### src/rtl/debug_cmd_rx.sv
// rtl/debug_cmd_rx.sv - PC->FPGA debug link command receiver: frame hunt, checksum verify, payload stream
module debug_cmd_rx #(
    parameter logic [7:0]  START_BYTE = 8'h68,
    parameter int unsigned MAX_LEN    = 16,
    parameter logic [31:0] TIMEOUT    = 32'd4095
) (
    input  logic       i_clk,
    input  logic       i_rst,
    input  logic [7:0] i_rdata,
    input  logic       i_rready,
    output logic       o_rreq,
    output logic       o_cmd_valid,
    output logic [7:0] o_cmd,
    output logic [7:0] o_len,
    output logic       o_dvalid,
    output logic [7:0] o_data,
    output logic       o_dlast,
    input  logic       i_dready,
    output logic       o_err,
    output logic [1:0] o_err_code,
    output logic [7:0] o_err_cnt
);

    localparam int unsigned IW        = (MAX_LEN > 1) ? $clog2(MAX_LEN) : 1;
    localparam int unsigned DEPTH     = 1 << IW;
    localparam logic [7:0]  MAX_LEN_B = 8'(MAX_LEN);

    localparam logic [2:0] IDLE    = 3'd0;
    localparam logic [2:0] CMD     = 3'd1;
    localparam logic [2:0] LEN     = 3'd2;
    localparam logic [2:0] PAYLOAD = 3'd3;
    localparam logic [2:0] CHK     = 3'd4;
    localparam logic [2:0] DRAIN   = 3'd5;

    logic [2:0]  state;
    logic [7:0]  cmd;
    logic [7:0]  len;
    logic [7:0]  chk;
    logic [7:0]  idx;
    logic [31:0] tmo;
    logic [7:0]  buf_mem [DEPTH];

    logic       pop;
    logic       mid_frame;
    logic       expire;
    logic       err_fire;
    logic [1:0] err_code_n;

    // o_rreq is the pop strobe: the byte on i_rdata is consumed at the end of its cycle
    always_comb begin
        pop        = o_rreq;
        mid_frame  = (state == CMD) || (state == LEN) || (state == PAYLOAD) || (state == CHK);
        expire     = mid_frame && (tmo == 32'd1);
        err_fire   = 1'b0;
        err_code_n = 2'd0;
        if (expire) begin
            err_fire   = 1'b1;
            err_code_n = 2'd3;
        end else if (pop && (state == LEN) && (i_rdata > MAX_LEN_B)) begin
            err_fire   = 1'b1;
            err_code_n = 2'd1;
        end else if (pop && (state == CHK) && (i_rdata != chk)) begin
            err_fire   = 1'b1;
            err_code_n = 2'd2;
        end
    end

    always_ff @(posedge i_clk) begin
        if (pop && (state == PAYLOAD) && !expire) begin
            buf_mem[idx[IW-1:0]] <= i_rdata;
        end
    end

    always_ff @(posedge i_clk) begin
        if (i_rst) begin
            state       <= IDLE;
            cmd         <= 8'd0;
            len         <= 8'd0;
            chk         <= 8'd0;
            idx         <= 8'd0;
            tmo         <= TIMEOUT;
            o_rreq      <= 1'b0;
            o_cmd_valid <= 1'b0;
            o_cmd       <= 8'd0;
            o_len       <= 8'd0;
            o_dvalid    <= 1'b0;
            o_data      <= 8'd0;
            o_dlast     <= 1'b0;
            o_err       <= 1'b0;
            o_err_code  <= 2'd0;
            o_err_cnt   <= 8'd0;
        end else begin
            o_rreq      <= i_rready && !o_rreq && (state != DRAIN);
            o_cmd_valid <= 1'b0;
            o_err       <= 1'b0;

            if (!mid_frame || expire || pop) begin
                tmo <= TIMEOUT;
            end else begin
                tmo <= tmo - 32'd1;
            end

            if (err_fire) begin
                o_err      <= 1'b1;
                o_err_code <= err_code_n;
                if (o_err_cnt != 8'hFF) begin
                    o_err_cnt <= o_err_cnt + 8'd1;
                end
            end

            if (expire) begin
                state <= IDLE;
            end else begin
                case (state)
                    IDLE: begin
                        if (pop && (i_rdata == START_BYTE)) state <= CMD;
                    end
                    CMD: begin
                        if (pop) begin
                            cmd   <= i_rdata;
                            chk   <= i_rdata;
                            state <= LEN;
                        end
                    end
                    LEN: begin
                        if (pop) begin
                            len <= i_rdata;
                            chk <= chk ^ i_rdata;
                            idx <= 8'd0;
                            if (i_rdata > MAX_LEN_B)  state <= IDLE;
                            else if (i_rdata == 8'd0) state <= CHK;
                            else                      state <= PAYLOAD;
                        end
                    end
                    PAYLOAD: begin
                        if (pop) begin
                            chk <= chk ^ i_rdata;
                            idx <= idx + 8'd1;
                            if ((idx + 8'd1) == len) state <= CHK;
                        end
                    end
                    CHK: begin
                        if (pop) begin
                            if (i_rdata == chk) begin
                                state       <= DRAIN;
                                o_cmd_valid <= 1'b1;
                                o_cmd       <= cmd;
                                o_len       <= len;
                            end else begin
                                state <= IDLE;
                            end
                        end
                    end
                    DRAIN: begin
                        // o_cmd_valid is high only in the first DRAIN cycle
                        if (o_cmd_valid) begin
                            if (len == 8'd0) begin
                                state <= IDLE;
                            end else begin
                                o_dvalid <= 1'b1;
                                o_data   <= buf_mem[0];
                                o_dlast  <= (len == 8'd1);
                                idx      <= 8'd1;
                            end
                        end else if (o_dvalid && i_dready) begin
                            if (o_dlast) begin
                                o_dvalid <= 1'b0;
                                o_dlast  <= 1'b0;
                                state    <= IDLE;
                            end else begin
                                o_data  <= buf_mem[idx[IW-1:0]];
                                o_dlast <= (idx == (len - 8'd1));
                                idx     <= idx + 8'd1;
                            end
                        end
                    end
                    default: state <= IDLE;
                endcase
            end
        end
    end

endmodule
### config.mk
export PLATFORM = sky130hd
export DESIGN_NAME = debug_cmd_rx
export DESIGN_NICKNAME = d
export VERILOG_FILES = /design/src/rtl/debug_cmd_rx.sv
export SDC_FILE = /design/constraint.sdc
export NUM_CORES = 1
export LEC_CHECK = 0
export CORE_UTILIZATION = 45
export DETAILED_ROUTE_END_ITERATION = 10
export PLACE_DENSITY = 0.72
export RECOVER_POWER = 25
export SYNTH_ARGS = -nofsm -noshare
export SYNTH_HDL_FRONTEND = slang
export SYNTH_SLANG_ARGS = --single-unit
export TNS_END_PERCENT = 30
### constraint.sdc
create_clock -name i_clk -period 8.13 [get_ports i_clk]
set_input_delay 2.0325 -clock i_clk [delete_from_list [all_inputs] [get_ports i_clk]]
set_output_delay 2.0325 -clock i_clk [all_outputs]
set_load 0.005 [all_outputs]
==> results.sh, run 1 <==
export IMPL_outcome="finished with violations"
export IMPL_violations="max-capacitance violations, max-slew violations"
export IMPL_arrival_ns=5.47
export IMPL_rsz0062_at_grt="no"
export IMPL_ys_flop_type="edfxtp_1"
export IMPL_ys_seq_area_frac=0.590
export IMPL_grt_pass1_wl_mm=35.7
export IMPL_antenna_found_initial=0
export IMPL_crit_required_ns=8.55
export IMPL_totalWireLength_mm=22.3
export IMPL_place_congestion=0.833
export IMPL_hpwl_mm=13.8
export IMPL_grt_pass1_vias=6493
export IMPL_hold_viol=0
export IMPL_cp_end_kind="flip-flop"
export IMPL_fp_dieH_microns=153
export IMPL_port_buffers=50
export IMPL_power_leakage_uw=0.00369
export IMPL_clkSlewWorstSetupHoldPaths_ns=0.06
export IMPL_fp_row_count=54
export IMPL_yosysWarnings=0
export IMPL_ios=51
export IMPL_startpoint_type="input pin"
export IMPL_yosys_area_top_type_share=0.375
export IMPL_die_area_sq_um=23400
export IMPL_setup_tns_ns=0
export IMPL_synth_most_common_cell="edfxtp_1"
export IMPL_synth_area_sq_um=10200
export IMPL_synth_area_top_cells="edfxtp_1 (38%), dfxtp_1 (22%), mux4_2 (8.8%)"
export IMPL_hold_buffers=0
export IMPL_synth_largest_area_cell="edfxtp_1"
export IMPL_slew_viol_final=80
export IMPL_cts_root_buffer="clkbuf_16"
export IMPL_finalNetCount=900
export IMPL_layout_drive_gt1_share=0.109
export IMPL_clock_sinks=238
export IMPL_synth_seq_cells=238
export IMPL_drt_iter0_markers=528
export IMPL_drcViolationCount=0
export IMPL_initial_core_util=0.464
export IMPL_ir_worst_vdd_v=0.000133
export IMPL_core_area_sq_um=22100
export IMPL_setup_viol=0
export IMPL_max_freq_mhz=198
export IMPL_cts_resized=0
export IMPL_clock_skew_ns=0.0170
export IMPL_finalCritPeriodShare=0.621
export IMPL_htree_num_levels=1
export IMPL_syn_nets=864
export IMPL_track_usage=0.195
export IMPL_cap_violations=1
export IMPL_via_per_inst=5.72
export IMPL_async_reset_ff_frac=0
export IMPL_yosys_cell_types_count=56
export IMPL_syn_area_per_cell_sq_um=12.2
export IMPL_clkLatencyLatePin_ns=0.52
export IMPL_r2r_slack_ns=4.50
export IMPL_finalCriticalPeriod_ns=5.05
export IMPL_cts_tree="yes"
export IMPL_hold_class="reg2reg"
export IMPL_firstDrtPassIters=5
export IMPL_clk_path_buf_depth=3
export IMPL_die_x_microns=153
export IMPL_cts_buffers=25
export IMPL_ant_nets=0
export IMPL_crit_type="in2reg"
export IMPL_syn_inst=842
export IMPL_total_power_uw=2410
export IMPL_antenna_cells=0
export IMPL_synth_edf_count=128
export IMPL_path_max_fanout=79
export IMPL_post_cts_buffers=0
export IMPL_path_cells="clkbuf_1 > clkbuf_1 > nor2_1 > and3_1 > a21o_1"
export IMPL_wire_per_inst_microns=19.0
export IMPL_area_growth_synth_to_final_pct=14.8
export IMPL_synthTopCellsByCount="edfxtp_1 (128), dfxtp_1 (110), nor2_1 (96)"
export IMPL_grt_remaining_overflow=0
export IMPL_slew_headroom=-1.31
export IMPL_route_vias_total=6735
export IMPL_grt_max_degree=80
export IMPL_powerDensity_nw_per_um2=205
export IMPL_worst_pin_slew_ns=3.46
export IMPL_cp_slowest_cell="clkbuf_1"
export IMPL_crit_top_cell="clkbuf_1"
export IMPL_cpPeakStageDelay_ns=2.45
## registers in the layout (all words and copies together), names as in the netlist, named ones only
register     cells
o_cmd_valid      1
chk              8
o_dvalid         1
cmd              8
o_err_code       2
state            3
o_rreq           1
o_cmd            8
tmo             32
o_data           8
o_err            1
len              8
idx              8
o_dlast          1
o_len            8
o_err_cnt        8
buf_mem        128
## report_power, final
group / switching [uW] / internal [uW] / total (uW)
Combinational: 25.3 / 7.70 / 33.0
Clock: 448 / 660 / 1110
Sequential: 1.73 / 1270 / 1270
Total: 475 / 1930 / 2410
## cells by family after synthesis
family,synth area share
AOI/OAI and AO/OA,0.0760
adders and majority gates,0.0122
buffers and inverters,0.0247
muxes,0.113
xor gates and xnor gates,0.0445
DFF,0.590
and+or+nand+nor,0.139
## layout by cell type (no fill, tap or decap), drive strengths merged, types with 5 or more instances in the layout
master	n
dfxtp	110
mux4	40
nor4	11
ha	10
nor3	23
mux2i	26
clkbuf	43
edfxtp	128
o21ai	36
a211oi	8
or2	5
o31ai	6
o32ai	5
and3	5
clkdlybuf4s50	44
a21oi	53
a31oi	6
nor2	96
nand3	25
xnor2	28
clkinv	6
xor2	24
or4	10
nand2b	8
or3	16
inv	15
dlygate4sd3	5
nand2	52
## metal layers
metal  track usage  share of wire
met4        0.0572          0.021
met1         0.261           0.43
met2         0.328           0.49
met3        0.0298          0.055
met5             0              0
## critical path: cells and delay by family
| kind | cells | cell delay [ns] |
|---|---|---|
| AND/OR/NAND/NOR | 2 | 0.59 |
| AO/OA/AOI/OAI | 1 | 0.16 |
| buffers and inverters | 2 | 2.61 |
## worst paths after layout
path | startpoint | to | depth (start not counted)
worst max-delay path | i_rst | state[2]$_SDFFE_PP0P_ | 5
worst min register to register | tmo[0]$_SDFF_PP1_ | tmo[0]$_SDFF_PP1_ | 1
worst min-delay path | tmo[0]$_SDFF_PP1_ | tmo[0]$_SDFF_PP1_ | 1
worst max register to register | state[0]$_SDFFE_PP0P_ | buf_mem[7][2]$_DFFE_PP_ | 7
## through the flow
stage	area, sq um	hold WS [ns]	setup WS [ns]	cells	util
after detailed placement	11000	0.420	3.08	1131	0.497
final	11800	0.428	3.08	1177	0.532
after global placement	11000	0.416	3.18	1131	0.497
after CTS	11800	0.432	3.60	1177	0.533
after global routing	11800	0.446	2.86	1177	0.532
after floorplan	10200	0.397	4.17	842	-
## cell type report
cell class / instances / area (sq um)
Tap cell: 280 / 350
Clock buffer: 37 / 701
Clock inverter: 9 / 100
Inverter: 14 / 52.6
Timing Repair Buffer: 59 / 543
Fill cell: 1862 / 10300
Sequential cell: 238 / 6050
Multi-Input combinational cell: 540 / 3970
(Power assumes the default switching activity.)
==> run 2, diff against run 1 <==
PLACE_DENSITY = 0.74   (was 0.72)
clock period = 4.2 ns   (was 8.13 ns; I/O delays follow)
==> results.sh, run 2 (same netlist as run 1, synthesis figures left out) <==
export IMPL_clock_sinks=238
export IMPL_fp_row_count=54
export IMPL_fp_dieH_microns=153
export IMPL_hold_viol=0
export IMPL_antenna_found_initial=3
export IMPL_route_vias_total=6790
export IMPL_ios=51
export IMPL_grt_max_degree=45
export IMPL_slew_headroom=0.198
export IMPL_worst_pin_slew_ns=1.20
export IMPL_max_freq_mhz=287
export IMPL_place_congestion=0.811
export IMPL_rsz0062_at_grt="no"
export IMPL_finalNetCount=913
export IMPL_hold_class="reg2reg"
export IMPL_place_ws_ns=0.644
export IMPL_wire_per_inst_microns=18.9
export IMPL_cp_end_kind="flip-flop"
export IMPL_hpwl_mm=14.8
export IMPL_fin_util=0.538
export IMPL_powerDensity_nw_per_um2=400
export IMPL_grt_pass1_vias=6608
export IMPL_track_usage=0.194
export IMPL_grt_remaining_overflow=0
export IMPL_drcViolationCount=0
export IMPL_die_area_sq_um=23400
export IMPL_drt_iter0_markers=547
export IMPL_cts_root_buffer="clkbuf_16"
export IMPL_clock_skew_ns=0.0170
export IMPL_p_int_uw=3830
export IMPL_totalWireLength_mm=22.5
export IMPL_clockPowerShare=0.469
export IMPL_path_max_fanout=23
export IMPL_clkSlewWorstSetupHoldPaths_ns=0.06
export IMPL_ant_nets=0
export IMPL_largest_register_ff_count=128
export IMPL_outcome="finished, final reports clean"
export IMPL_power_leakage_uw=0.00376
export IMPL_cts_tree="yes"
export IMPL_post_cts_buffers=0
export IMPL_cap_violations=0
export IMPL_crit_required_ns=4.66
export IMPL_fill_cells=1815
export IMPL_startpoint_type="input pin"
export IMPL_arrival_ns=3.94
export IMPL_hold_depth=1
export IMPL_setup_viol=0
export IMPL_htree_num_levels=1
export IMPL_power_frac_seq=0.516
export IMPL_firstDrtPassIters=5
export IMPL_die_x_microns=153
export IMPL_reg2regPathDepth=7
export IMPL_grt_pass1_wl_mm=35.8
export IMPL_crit_type="in2reg"
export IMPL_slew_viol_final=0
export IMPL_via_per_inst=5.71
export IMPL_core_area_sq_um=22100
export IMPL_layout_drive_gt1_share=0.121
export IMPL_finalCritPeriodShare=0.828
export IMPL_port_buffers=50
export IMPL_layout_common_cells="edfxtp_1 (128), dfxtp_1 (108), nor2_1 (96), a21oi_1 (53), nand2_1 (52)"
export IMPL_finalCriticalPeriod_ns=3.48
export IMPL_cts_buffers=25
export IMPL_ir_worst_vdd_v=0.000280
export IMPL_layout_commonest_cell="edfxtp_1"
export IMPL_hold_buffers=0
export IMPL_switchingPower_uw=920
export IMPL_initial_core_util=0.464
export IMPL_power_frac_comb=0.014
export IMPL_area_growth_synth_to_final_pct=16.0
export IMPL_cts_resized=0
export IMPL_clk_path_buf_depth=3
export IMPL_setup_tns_ns=0
export IMPL_switching_share=0.194
export IMPL_setup_ws_ns=0.721
export IMPL_clkLatencyLatePin_ns=0.51
[run 2: area by class of cell]
cell class / instances / area [sq um] / share of cell area
flip-flops and latches: 238 / 6050 / 0.509
multi-input cells: 540 / 3950 / 0.333
clock buffers: 35 / 714 / 0.0601
repair buffers: 72 / 634 / 0.0534
well taps: 280 / 350 / 0.0295
clock inverters: 9 / 124 / 0.0104
inverters: 14 / 52.6 / 0.00442
diodes: 2 / 5.00 / 0.000421
[run 2: power groups by stage]
stage | clock (uW) | sequential [uW] | combinational, uW
after floorplan | 0 | 2500 | 26.1
after global placement | 0 | 2500 | 70.3
after CTS | 2270 | 2450 | 72.8
after global routing | 2370 | 2450 | 74.9
after detailed placement | 0 | 2500 | 72.6
final | 2230 | 2450 | 68.8
[run 2: stage by stage]
stage | power (uW) | hold WS [ns] | cells | instance area, sq um
2_1_floorplan | 2530 | 0.397 | 842 | 10200
3_3_place_gp | 2570 | 0.416 | 1144 | 11100
4_1_cts | 4800 | 0.434 | 1188 | 11900
3_5_place_dp | 2570 | 0.420 | 1144 | 11100
5_1_grt | 4890 | 0.462 | 1189 | 11900
6_report | 4750 | 0.430 | 1190 | 11900
[run 2: final timing paths]
path	from	to	slack, ns
max	i_rdata[5]	o_err_cnt[4]$_SDFFE_PP0P_	0.72
min	tmo[0]$_SDFF_PP1_	tmo[0]$_SDFF_PP1_	0.43
max reg2reg	tmo[6]$_SDFF_PP1_	idx[3]$_SDFFE_PP0N_	1.16
min reg2reg	tmo[0]$_SDFF_PP1_	tmo[0]$_SDFF_PP1_	0.43
[run 2: worst max-delay path: stages]
cell             delay [ns]
clkdlybuf4s50_1        0.54
clkbuf_1               0.91
nor3_1                 0.11
a21oi_1                0.52
o31ai_2                0.22
or4_1                  0.50
nand2_1                0.08
[run 2: metal layers]
layer,share of wire,up-vias,track usage
met2,0.50,188,0.329
met4,0.022,0,0.0568
met1,0.42,3335,0.253
met3,0.060,38,0.0371
met5,0,-,0
li1,-,3229,-
==> run 3, diff against run 2 <==
clock period = 2.9 ns   (was 4.2 ns; I/O delays follow)
==> results.sh, run 3 (same netlist as run 1, synthesis figures left out) <==
export IMPL_outcome="finished, final reports clean"
export IMPL_crit_required_ns=3.31
export IMPL_drt_iter0_markers=497
export IMPL_wire_per_inst_microns=18.8
export IMPL_clkLatencyLatePin_ns=0.53
export IMPL_grt_max_degree=33
export IMPL_htree_num_levels=1
export IMPL_cap_violations=0
export IMPL_fp_dieH_microns=153
export IMPL_core_area_sq_um=22100
export IMPL_finalCritPeriodShare=0.930
export IMPL_ir_worst_vdd_v=0.000408
export IMPL_totalWireLength_mm=23.0
export IMPL_drcViolationCount=0
export IMPL_hold_buffers=0
export IMPL_track_usage=0.201
export IMPL_powerDensity_nw_per_um2=555
export IMPL_stdcell_count=1223
export IMPL_path_cells="or4_1 > nor4_4 > nor4b_4 > buf_4 > or3_1 > a21oi_1 > o32ai_1"
export IMPL_firstDrtPassIters=5
export IMPL_cpPeakStageDelay_ns=0.65
export IMPL_hold_class="reg2reg"
export IMPL_fp_row_count=54
export IMPL_post_cts_buffers=0
export IMPL_port_buffers=50
export IMPL_layout_common_cells="edfxtp_1 (128), dfxtp_1 (109), nor2_1 (96), a21oi_1 (53), nand2_1 (52)"
export IMPL_crit_type="reg2reg"
export IMPL_layout_commonest_cell="edfxtp_1"
export IMPL_ant_nets=0
export IMPL_die_area_sq_um=23400
export IMPL_multiInputGateArea_sq_um=3950
export IMPL_rsz0062_at_grt="no"
export IMPL_route_vias_total=6910
export IMPL_cts_buffers=25
export IMPL_min_from="tmo[0]$_SDFF_PP1_"
export IMPL_clk_path_buf_depth=3
export IMPL_grt_pass1_wl_mm=37.2
export IMPL_reg2regPathDepth=7
export IMPL_hold_depth=1
export IMPL_grt_remaining_overflow=0
export IMPL_r2r_slack_ns=0.20
export IMPL_worst_pin_slew_ns=1.06
export IMPL_cp_end_kind="flip-flop"
export IMPL_cts_tree="yes"
export IMPL_cts_resized=0
export IMPL_path_max_fanout=14
export IMPL_regArea_sq_um=6050
export IMPL_slew_viol_final=0
export IMPL_antenna_cells=0
export IMPL_cp_slowest_cell="or4_1"
export IMPL_timing_hold_ws_ns=0.427
export IMPL_ios=51
export IMPL_via_per_inst=5.65
export IMPL_clock_sinks=238
export IMPL_grt_pass1_vias=6813
export IMPL_arrival_ns=3.11
export IMPL_setup_viol=0
export IMPL_reg2reg_from="tmo[6]$_SDFF_PP1_"
export IMPL_die_x_microns=153
export IMPL_place_congestion=0.810
export IMPL_power_leakage_uw=0.00390
export IMPL_slew_headroom=0.286
export IMPL_hold_viol=0
export IMPL_layout_drive_gt1_share=0.153
export IMPL_area_growth_synth_to_final_pct=18.2
export IMPL_hpwl_mm=15.7
export IMPL_clkSlewWorstSetupHoldPaths_ns=0.06
export IMPL_cts_root_buffer="clkbuf_16"
export IMPL_initial_core_util=0.464
export IMPL_finalNetCount=946
export IMPL_place_inst=1177
export IMPL_finalCriticalPeriod_ns=2.70
export IMPL_min_to="tmo[0]$_SDFF_PP1_"
export IMPL_startpoint_type="flip-flop"
export IMPL_max_freq_mhz=371
export IMPL_antenna_found_initial=0
export IMPL_clock_skew_ns=0.0141
export IMPL_largest_register_ff_count=128
export IMPL_fill_cells=1810
run 3: cell types whose count changed in the layout (fill, tap and decap cells not counted), sizes merged:
cell / change
clkbuf: -2
diode: -2
clkinv: -3
buf: +34
clkinvlp: +5
bufinv: -2
inv: +3
run 3: how the worst max path moves through the flow:
stage | from | endpoint | slack (ns) | depth (start not counted)
6_report | tmo[6]$_SDFF_PP1_ | flip-flop | 0.20 | 7
4_1_cts | tmo[6]$_SDFF_PP1_ | buf_mem[4][4]$_DFFE_PP_ | 0.22 | 8
5_1_grt | i_rdata[6] | o_err_cnt[3]$_SDFFE_PP0P_ | 0.05 | 8
2_1_floorplan | state[1]$_SDFFE_PP0P_ | buf_mem[3][0]$_DFFE_PP_ | 0.05 | 8
3_3_place_gp | i_rdata[0] | o_err_cnt[3]$_SDFFE_PP0P_ | -0.27 | 8
3_5_place_dp | i_rdata[1] | o_err_cnt[3]$_SDFFE_PP0P_ | -0.27 | 8
run 3: metal layers:
metal | part of all wire | GRT usage
met1 | 0.42 | 0.267
met2 | 0.50 | 0.348
met3 | 0.057 | 0.0295
met4 | 0.019 | 0.0476
met5 | 0 | 0
run 3: through the flow:
step                      power [uW]  TNS, ns  instance area [sq um]   util  setup slack, ns
final                           6710        0                  12100  0.548            0.203
after global routing            6890        0                  12100  0.548           0.0455
after CTS                       6760        0                  12100  0.549            0.219
after detailed placement        3740    -4.41                  11300  0.513           -0.272
after global placement          3740    -4.78                  11300  0.513           -0.270
after floorplan                 3660        0                  10200      -           0.0485
run 3: area by class of cell:
| type | instances | share of cell area |
|---|---|---|
| Clock inverter | 12 | 0.00930 |
| Clock buffer | 34 | 0.0561 |
| Sequential cell | 238 | 0.500 |
| Tap cell | 280 | 0.0289 |
| Multi-Input combinational cell | 540 | 0.326 |
| Inverter | 14 | 0.00434 |
| Timing Repair Buffer | 105 | 0.0753 |
run 3: where the power goes:
| part | switching (uW) | total, uW | leakage [uW] | internal (uW) |
|---|---|---|---|---|
| Combinational | 80.7 | 113 | 0.00148 | 32.1 |
| Clock | 1300 | 3050 | 0.000376 | 1750 |
| Sequential | 4.38 | 3550 | 0.00204 | 3550 |
| Total | 1380 | 6710 | 0.00390 | 5330 |
run 3: critical path: cells and delay by family (launching register included):
kind,cells,cell delay [ns]
and+or+nand+nor,4,1.59
buffers and inverters,1,0.26
AOI/OAI and AO/OA,2,0.41
DFF,1,0.33
